--- src/rtl/multicycle_controller_pkg.sv ---
// Shared definitions for the multicycle controller: opcodes, FSM states and ALU encodings.
package multicycle_controller_pkg;

  localparam logic [5:0] OP_RTYPE = 6'b000000;
  localparam logic [5:0] OP_LW    = 6'b100011;
  localparam logic [5:0] OP_SW    = 6'b101011;
  localparam logic [5:0] OP_SB    = 6'b101000;
  localparam logic [5:0] OP_BEQ   = 6'b000100;
  localparam logic [5:0] OP_BLE   = 6'b011111;
  localparam logic [5:0] OP_ADDI  = 6'b001000;
  localparam logic [5:0] OP_J     = 6'b000010;

  localparam logic [5:0] FN_ADD = 6'b100000;
  localparam logic [5:0] FN_SUB = 6'b100010;
  localparam logic [5:0] FN_AND = 6'b100100;
  localparam logic [5:0] FN_OR  = 6'b100101;
  localparam logic [5:0] FN_SLT = 6'b101010;

  localparam logic [2:0] ALU_AND = 3'b000;
  localparam logic [2:0] ALU_OR  = 3'b001;
  localparam logic [2:0] ALU_ADD = 3'b010;
  localparam logic [2:0] ALU_SUB = 3'b110;
  localparam logic [2:0] ALU_SLT = 3'b111;

  localparam logic [1:0] ALUOP_ADD   = 2'b00;
  localparam logic [1:0] ALUOP_SUB   = 2'b01;
  localparam logic [1:0] ALUOP_FUNCT = 2'b10;

  typedef enum logic [3:0] {
    FETCH   = 4'd0,
    DECODE  = 4'd1,
    MEMADR  = 4'd2,
    MEMRD   = 4'd3,
    MEMWB   = 4'd4,
    MEMWR   = 4'd5,
    RTYPEEX = 4'd6,
    RTYPEWB = 4'd7,
    BEQEX   = 4'd8,
    BLEEX   = 4'd9,
    ADDIEX  = 4'd10,
    ADDIWB  = 4'd11,
    JEX     = 4'd12
  } state_t;

endpackage

--- src/rtl/multicycle_controller_aludec.sv ---
// ALU decoder: fixed add/subtract for address and branch work, funct field for R-type.
module multicycle_controller_aludec
  import multicycle_controller_pkg::*;
(
  input  logic [1:0] aluop,
  input  logic [5:0] funct,
  output logic [2:0] alucontrol
);

  always_comb begin
    alucontrol = ALU_ADD;
    case (aluop)
      ALUOP_ADD: alucontrol = ALU_ADD;
      ALUOP_SUB: alucontrol = ALU_SUB;
      default: begin
        case (funct)
          FN_ADD:  alucontrol = ALU_ADD;
          FN_SUB:  alucontrol = ALU_SUB;
          FN_AND:  alucontrol = ALU_AND;
          FN_OR:   alucontrol = ALU_OR;
          FN_SLT:  alucontrol = ALU_SLT;
          default: alucontrol = ALU_ADD;
        endcase
      end
    endcase
  end

endmodule

--- src/rtl/multicycle_controller.sv ---
// Multicycle datapath controller: Moore FSM plus the combinational branch and store-width terms.
module multicycle_controller
  import multicycle_controller_pkg::*;
(
  input  logic       clk,
  input  logic       reset,
  input  logic [5:0] op,
  input  logic [5:0] funct,
  input  logic       zero,
  input  logic       sign,
  output logic       iord,
  output logic       irwrite,
  output logic       pcen,
  output logic       memwrite,
  output logic       memwidth,
  output logic       regwrite,
  output logic       regdst,
  output logic       memtoreg,
  output logic       alusrca,
  output logic [1:0] alusrcb,
  output logic [1:0] pcsrc,
  output logic [2:0] alucontrol,
  output logic [3:0] state
);

  state_t     state_q, state_d, cur;
  logic [1:0] aluop;

  always_ff @(posedge clk) begin
    if (reset) state_q <= FETCH;
    else       state_q <= state_d;
  end

  always_comb begin
    state_d = FETCH;
    case (state_q)
      FETCH:  state_d = DECODE;
      DECODE: begin
        case (op)
          OP_LW, OP_SW, OP_SB: state_d = MEMADR;
          OP_RTYPE:            state_d = RTYPEEX;
          OP_BEQ:              state_d = BEQEX;
          OP_BLE:              state_d = BLEEX;
          OP_ADDI:             state_d = ADDIEX;
          OP_J:                state_d = JEX;
          default:             state_d = FETCH;
        endcase
      end
      MEMADR:  state_d = (op == OP_LW) ? MEMRD : MEMWR;
      MEMRD:   state_d = MEMWB;
      RTYPEEX: state_d = RTYPEWB;
      ADDIEX:  state_d = ADDIWB;
      default: state_d = FETCH;
    endcase
  end

  // A reset cycle presents the FETCH decode with every write enable masked off.
  always_comb begin
    cur      = reset ? FETCH : state_q;
    iord     = 1'b0;
    irwrite  = 1'b0;
    pcen     = 1'b0;
    memwrite = 1'b0;
    memwidth = 1'b0;
    regwrite = 1'b0;
    regdst   = 1'b0;
    memtoreg = 1'b0;
    alusrca  = 1'b0;
    alusrcb  = 2'b00;
    pcsrc    = 2'b00;
    aluop    = ALUOP_ADD;
    case (cur)
      FETCH: begin
        irwrite = 1'b1;
        alusrcb = 2'b01;
        pcen    = 1'b1;
      end
      DECODE: alusrcb = 2'b11;
      MEMADR, ADDIEX: begin
        alusrca = 1'b1;
        alusrcb = 2'b10;
      end
      MEMRD: iord = 1'b1;
      MEMWB: begin
        memtoreg = 1'b1;
        regwrite = 1'b1;
      end
      MEMWR: begin
        iord     = 1'b1;
        memwrite = 1'b1;
        memwidth = (op == OP_SB);
      end
      RTYPEEX: begin
        alusrca = 1'b1;
        aluop   = ALUOP_FUNCT;
      end
      RTYPEWB: begin
        regdst   = 1'b1;
        regwrite = 1'b1;
      end
      BEQEX, BLEEX: begin
        alusrca = 1'b1;
        aluop   = ALUOP_SUB;
        pcsrc   = 2'b01;
        pcen    = (cur == BEQEX) ? zero : (zero | sign);
      end
      ADDIWB: regwrite = 1'b1;
      JEX: begin
        pcsrc = 2'b10;
        pcen  = 1'b1;
      end
      default: ;
    endcase
    if (reset) begin
      irwrite  = 1'b0;
      pcen     = 1'b0;
      memwrite = 1'b0;
      regwrite = 1'b0;
    end
  end

  multicycle_controller_aludec u_aludec (
    .aluop      (aluop),
    .funct      (funct),
    .alucontrol (alucontrol)
  );

  assign state = state_q;

endmodule

--- config.mk ---
export PLATFORM = sky130hd
export DESIGN_NAME = multicycle_controller
export DESIGN_NICKNAME = d
export VERILOG_FILES = /design/src/rtl/multicycle_controller_pkg.sv /design/src/rtl/multicycle_controller_aludec.sv /design/src/rtl/multicycle_controller.sv
export SDC_FILE = /design/constraint.sdc
export NUM_CORES = 1
export LEC_CHECK = 0
export CAP_MARGIN = 20
export CORE_AREA = 2 2 45 47
export DETAILED_ROUTE_END_ITERATION = 16
export DIE_AREA = 0 0 47 49
export PLACE_DENSITY = 0.69
export REMOVE_ABC_BUFFERS = 1
export SYNTH_ARGS = -nofsm -noshare
export SYNTH_HDL_FRONTEND = slang
export SYNTH_SLANG_ARGS = --single-unit
--- constraint.sdc ---
create_clock -name clk -period 1.8 [get_ports clk]
set_input_delay 0.36 -clock clk [delete_from_list [all_inputs] [get_ports clk]]
set_output_delay 0.36 -clock clk [all_outputs]
set_load 0.01 [all_outputs]
==> summary.txt, run 1 <==
Met3 wire length - 185 µm
Avg Inst Size Synth - 7.19 µm²
Worst vdd ir - 0.175 mV
CP max stage cell - or4b_2
Largest area contributor in the synthesized netlist - dfxtp_1
Initial core utilization - 0.289
Core area - 1840 µm²
Arrival @ worst endpoint - 1.76 ns
Pre-CTS setup slack - -0.891 ns
Port buffer count - 35
Detailed-router iteration count before antenna repair - 4
Max Buffers Root-to-Sink - 2
Cell Chain, Critical Path - clkdlybuf4s50_1, or4b_2, nor3_2, buf_2
Post-Syn Instances - 74
Max Clk Rate - 471 MHz
# fillers - 154
Ranking of synthesized cells by area - dfxtp_1 15%, nor4b_1 6.6%, nor2_1 6.4%
H-tree depth - 1
Total grt overflow - 0
PwrDens - 302 nW/µm²
Post-synthesis sequential area ratio - 0.151
GP Congestion - 0.819
Number of global-route vias before repair - 795
Die Area - 2300 µm²
CP endpoint kind - primary output
Die width - 47 µm
Setup crit start kind - input pin
Largest net degree at the start of global routing - 15
Worst setup path class - in2out
First-pass GRT wire length - 3370 µm
Status - finished with violations
Post-Route WL - 2300 µm
Initial drt markers - 9
Synth top area share - 0.151
Top routing layer used - met4
Clk slew on worst S/H paths - 0.03 ns
Min-delay worst type - in2reg
Leak Pwr - 0.561 nW
Vias - 877
CTS Sinks - 4
CP required - 1.44 ns
DRC viols - 0
Antenna Nets Post-Route - 0
Fin Hold WS - 0.480 ns
Chip Height - 49 µm
DRT met1 WL - 887 µm
Setup violations, final - 6
DP Wirelength - 1630 µm
Io pins - 36
Root Driver - clkbuf_4
Yosys reg bits - 4
Worst-Skew Late Latency - 0.23 ns
Layout Nets - 160
Initial antenna violation count - 0
Routed vias/inst - 5.19
Area Growth Syn to Fin - 136%
Synth warn - 0
Layout cell share with drive strength beyond 1 - 0.500
CP Buf/Inv Count - 2
Design area - 1260 µm²
Placement row count - 16
Mapped cell area - 532 µm²
Post-detailed-placement cell area - 1130 µm²
Min Tclk post-route - 2.12 ns
DR WL/cell - 13.6 µm
Least-Margin Pin Slew - 0.312 ns
Slew HR - 0.790
Library cells used by synthesis - 39
Final period util - 1.18
Pwr Total - 0.000380 W
Pins Over Slew Limit - 0
Fin Clk Skew - 0.00469 ns
CTS Buf Count - 3
Worst Slack Setup Final - -0.324 ns
Diodes inserted - 0
CP peak stage delay - 0.71 ns
Crit path max fanout - 2
Delay-heaviest family, CP - simple AND/OR/NAND/NOR gates
GRT Overall Usage - 0.194
CTS tree - done
Largest register FFs - 4
Core Util, Final - 0.682
Violated checks - negative setup slack
WL met2 - 1170 µm
Final hold vios - 0
CTS Hold Bufs - 0
RSZ-0062 raised after global routing - true
Max-cap check violation count - 0
[worst register-to-register path: stages, from the launching register on]
cell and delay [ns]:
dfxtp_2 0.33, buf_6 0.13, buf_6 0.13, buf_4 0.14
nor3b_4 0.19, buf_4 0.13, buf_4 0.09, a22oi_1 0.06
a2111oi_2 0.20
[per-layer routing]
metal  up-vias  GRT usage
li1        428          -
met1       398      0.224
met2        45      0.336
met3         6     0.0185
met4         0     0.0972
met5         -          0
[worst paths after layout]
| check | from | end | slack (ns) | cells past startpoint |
|---|---|---|---|---|
| setup / recovery | op[2] | memwidth | -0.32 | 4 |
| hold / removal | reset | state[0]$_SDFF_PP0_ | 0.48 | 3 |
| setup reg to reg | state[1]$_SDFF_PP0_ | state[3]$_SDFF_PP0_ | 0.31 | 8 |
| hold reg to reg | state[2]$_SDFF_PP0_ | state[3]$_SDFF_PP0_ | 0.66 | 2 |
[cell usage after synthesis]
cell type  instances
a211oi_1           1
xor2_1             2
o21bai_1           2
xnor2_1            1
nor3b_1            2
or3b_4             1
buf_1              2
or2_2              1
clkbuf_1           3
a31oi_1            2
a31o_2             2
a21oi_1            2
a22oi_1            2
and4_1             1
nand2_1            2
nor3_1             5
nor4_1             2
and3_1             2
o21ai_0            1
nand4_1            2
a21boi_0           1
inv_1              2
o21a_1             1
nor2b_1            1
a211o_1            1
nor4b_1            4
or3b_2             1
nand4bb_1          1
o211ai_1           1
or4b_1             1
a2111oi_0          1
o2111a_1           1
nor4bb_1           1
nor2_1             9
nand2b_1           1
nand3b_1           1
nand3_1            3
or4b_2             1
dfxtp_1            4
[what timing repair did]
item                                    in CTS  in global routing
resized for setup                           68                 17
cloned                                       0                  0
endpoints found under the setup margin      16                 15
pin swaps                                    7                  6
buffers inserted                             1                  5
[placed cells by master, fill, tap and decap left out, types with 2 or more instances in the layout]
cell             count
inv_1                2
nor2_1               8
clkbuf_4             3
buf_6                7
nand4_1              2
dfxtp_2              3
a31oi_1              2
o21bai_1             2
a31o_2               2
clkdlybuf4s50_1     16
nor3_2               2
nor3_1               3
a21oi_1              2
buf_4               27
nand2_1              2
a22oi_1              2
nor4b_4              2
and3_1               2
nand3_1              3
dlygate4sd2_1        5
buf_2               10
[metrics by stage]
step           cells  TNS (ns)
2_1_floorplan     69    -0.430
3_3_place_gp     162     -8.60
3_5_place_dp     162     -8.91
4_1_cts          165     -1.19
5_1_grt          169     -1.66
6_report         169     -1.01
[logic make-up (layout without fill, tap and decap cells)]
family,after synthesis,after routing,synth area share
and+or+nand+nor,42,42,0.499
AOI/OAI and AO/OA,18,18,0.252
buffers and inverters,7,75,0.0494
DFF,4,4,0.151
xor gates and xnor gates,3,3,0.0494
[power breakdown]
| group | internal [W] | switching, W | total (W) |
|---|---|---|---|
| clock | 0.0000745 | 0.0000358 | 0.000110 |
| combinational | 0.000106 | 0.0000679 | 0.000174 |
| sequential | 0.0000918 | 0.00000346 | 0.0000952 |
[final cells by class]
type / count / area (µm²) / area share
clock buffer: 3 / 22.5 / 0.0179
inverter: 2 / 7.51 / 0.00598
multi-input combinational: 63 / 515 / 0.410
sequential: 4 / 87.6 / 0.0697
tap: 27 / 33.8 / 0.0269
timing repair buffer: 70 / 589 / 0.469
Note: power is estimated with default switching activity, not from simulation.
==> run 2: changes to the inputs <==
CORE_AREA = 2 2 44 46   (was 2 2 45 47)
CTS_BUF_LIST = sky130_fd_sc_hd__clkbuf_8   (was not set)
DIE_AREA = 0 0 46 48   (was 0 0 47 49)
PLACE_DENSITY = 0.72   (was 0.69)
clock period = 1.73 ns   (was 1.8 ns; I/O delays follow)
==> run 2 against run 1 <==
Against the previous run: the run still ends with negative setup slack left; largest power group is now clock; sequential cell count did not move; power rose by 26%; worst setup slack got worse by 0.017 ns; global-route usage rose by 3.6 points; sequential share of layout area fell by 0.24 points; clock-buffer cell count did not move.
==> summary.txt, run 2 (same netlist as run 1, synthesis figures left out) <==
Largest net degree at the start of global routing - 15
RSZ-0062 raised after global routing - true
Number of global-route vias before repair - 811
Pwr Total - 0.000480 W
Core Util, Final - 0.770
Non-Filler Instances - 162
Placement row count - 15
CTS Hold Bufs - 0
Port buffer count - 35
Core area - 1690 µm²
FF-to-FF setup slack - 0.08 ns
Least-Margin Pin Slew - 0.303 ns
Io pins - 36
Max Clk Rate - 483 MHz
Initial core utilization - 0.315
Worst Slack Setup Final - -0.341 ns
Slew HR - 0.798
Worst setup path class - reg2out
PwrDens - 369 nW/µm²
Final hold vios - 0
Layout Nets - 163
Violated checks - negative setup slack
Initial antenna violation count - 0
Clk slew on worst S/H paths - 0.03 ns
Final TNS setup - -1.15 ns
Worst vdd ir - 0.303 mV
Crit path max fanout - 2
Die Area - 2210 µm²
Setup crit start kind - flop
CP required - 1.38 ns
DP Wirelength - 1630 µm
Pins Over Slew Limit - 0
Worst-Skew Late Latency - 0.22 ns
Min-delay worst type - in2reg
H-tree depth - 1
Design area - 1300 µm²
Routed vias/inst - 5.60
DR WL/cell - 16.5 µm
DP Cell Count - 151
Min Tclk post-route - 2.07 ns
First-pass GRT wire length - 3610 µm
CTS Sinks - 4
Leak Pwr - 0.602 nW
CTS Buf Count - 3
Initial drt markers - 27
Layout cell share with drive strength beyond 1 - 0.572
Final period util - 1.20
Vias - 907
Most common cell after layout, fill and taps aside - buf_4
Root Driver - clkbuf_8
Chip Height - 48 µm
GRT Overall Usage - 0.230
Area Growth Syn to Fin - 145%
Antenna Nets Post-Route - 0
Diodes inserted - 0
Largest register FFs - 4
Fin Clk Skew - 0.000711 ns
Max Buffers Root-to-Sink - 2
Max-cap check violation count - 0
Detailed-router iteration count before antenna repair - 4
Setup violations, final - 8
DRC viols - 0
Leading cell types in the layout, fill and taps excluded - 33 x buf_4, 14 x buf_2, 12 x clkdlybuf4s50_1, 6 x nor2_1
Post-Route WL - 2680 µm
Status - finished with violations
CTS tree - done
Post-detailed-placement cell area - 1110 µm²
Total grt overflow - 0
GP Congestion - 0.806
Arrival @ worst endpoint - 1.73 ns
Die width - 46 µm
CP endpoint kind - primary output
## run 2: changes by cell type in the layout (fill, tap and decap cells not counted), moves of 3 or more
| cell | change |
|---|---|
| buf_2 | +4 |
| buf_4 | +6 |
| buf_6 | -3 |
| clkbuf_4 | -3 |
| clkbuf_8 | +3 |
| clkdlybuf4s50_1 | -4 |
| nor2_2 | +3 |
## run 2: repair_timing
item	CTS	global route
pin swaps	6	7
resized for setup	88	21
setup endpoints to repair	18	15
buffers inserted	3	6
## run 2: per-layer routing
layer  share of wire  global-route usage  vias up
li1                -                   -      435
met5               0                   0        -
met2            0.54               0.433       37
met3           0.065              0.0415        6
met1            0.37               0.254      429
met4           0.021              0.0857        0
## run 2: per-stage QoR
stage / hold slack (ns) / worst slack (ns)
after global placement: 0.674 / -0.948
after floorplan: 0.415 / -0.397
after CTS: 0.499 / -0.383
final: 0.529 / -0.341
after detailed placement: 0.673 / -0.951
after global routing: 0.549 / -0.383
## run 2: worst paths after layout
kind	start	cells after the start	to
setup / recovery	state[2]$_SDFF_PP0_	4	alucontrol[1]
hold / removal	reset	3	state[0]$_SDFF_PP0_
setup reg to reg	state[1]$_SDFF_PP0_	9	state[3]$_SDFF_PP0_
hold reg to reg	state[2]$_SDFF_PP0_	2	state[3]$_SDFF_PP0_
## run 2: where the power goes
group / switching (W) / internal, W
combinational: 0.0000767 / 0.000107
clock: 0.0000492 / 0.000148
sequential: 0.00000322 / 0.0000957
## run 2: layout make-up
type | count | area [µm²]
timing repair buffer | 73 | 597
clock buffer | 3 | 41.3
multi-input combinational | 63 | 547
fill | 118 | 388
inverter | 2 | 7.51
sequential | 4 | 87.6
tap | 17 | 21.3
## run 2: worst max-delay path, stage by stage, from the launching register on
cell	delay (ns)
dfxtp_2	0.32
or3b_4	0.37
nand4bb_1	0.21
or4b_1	0.46
buf_2	0.15
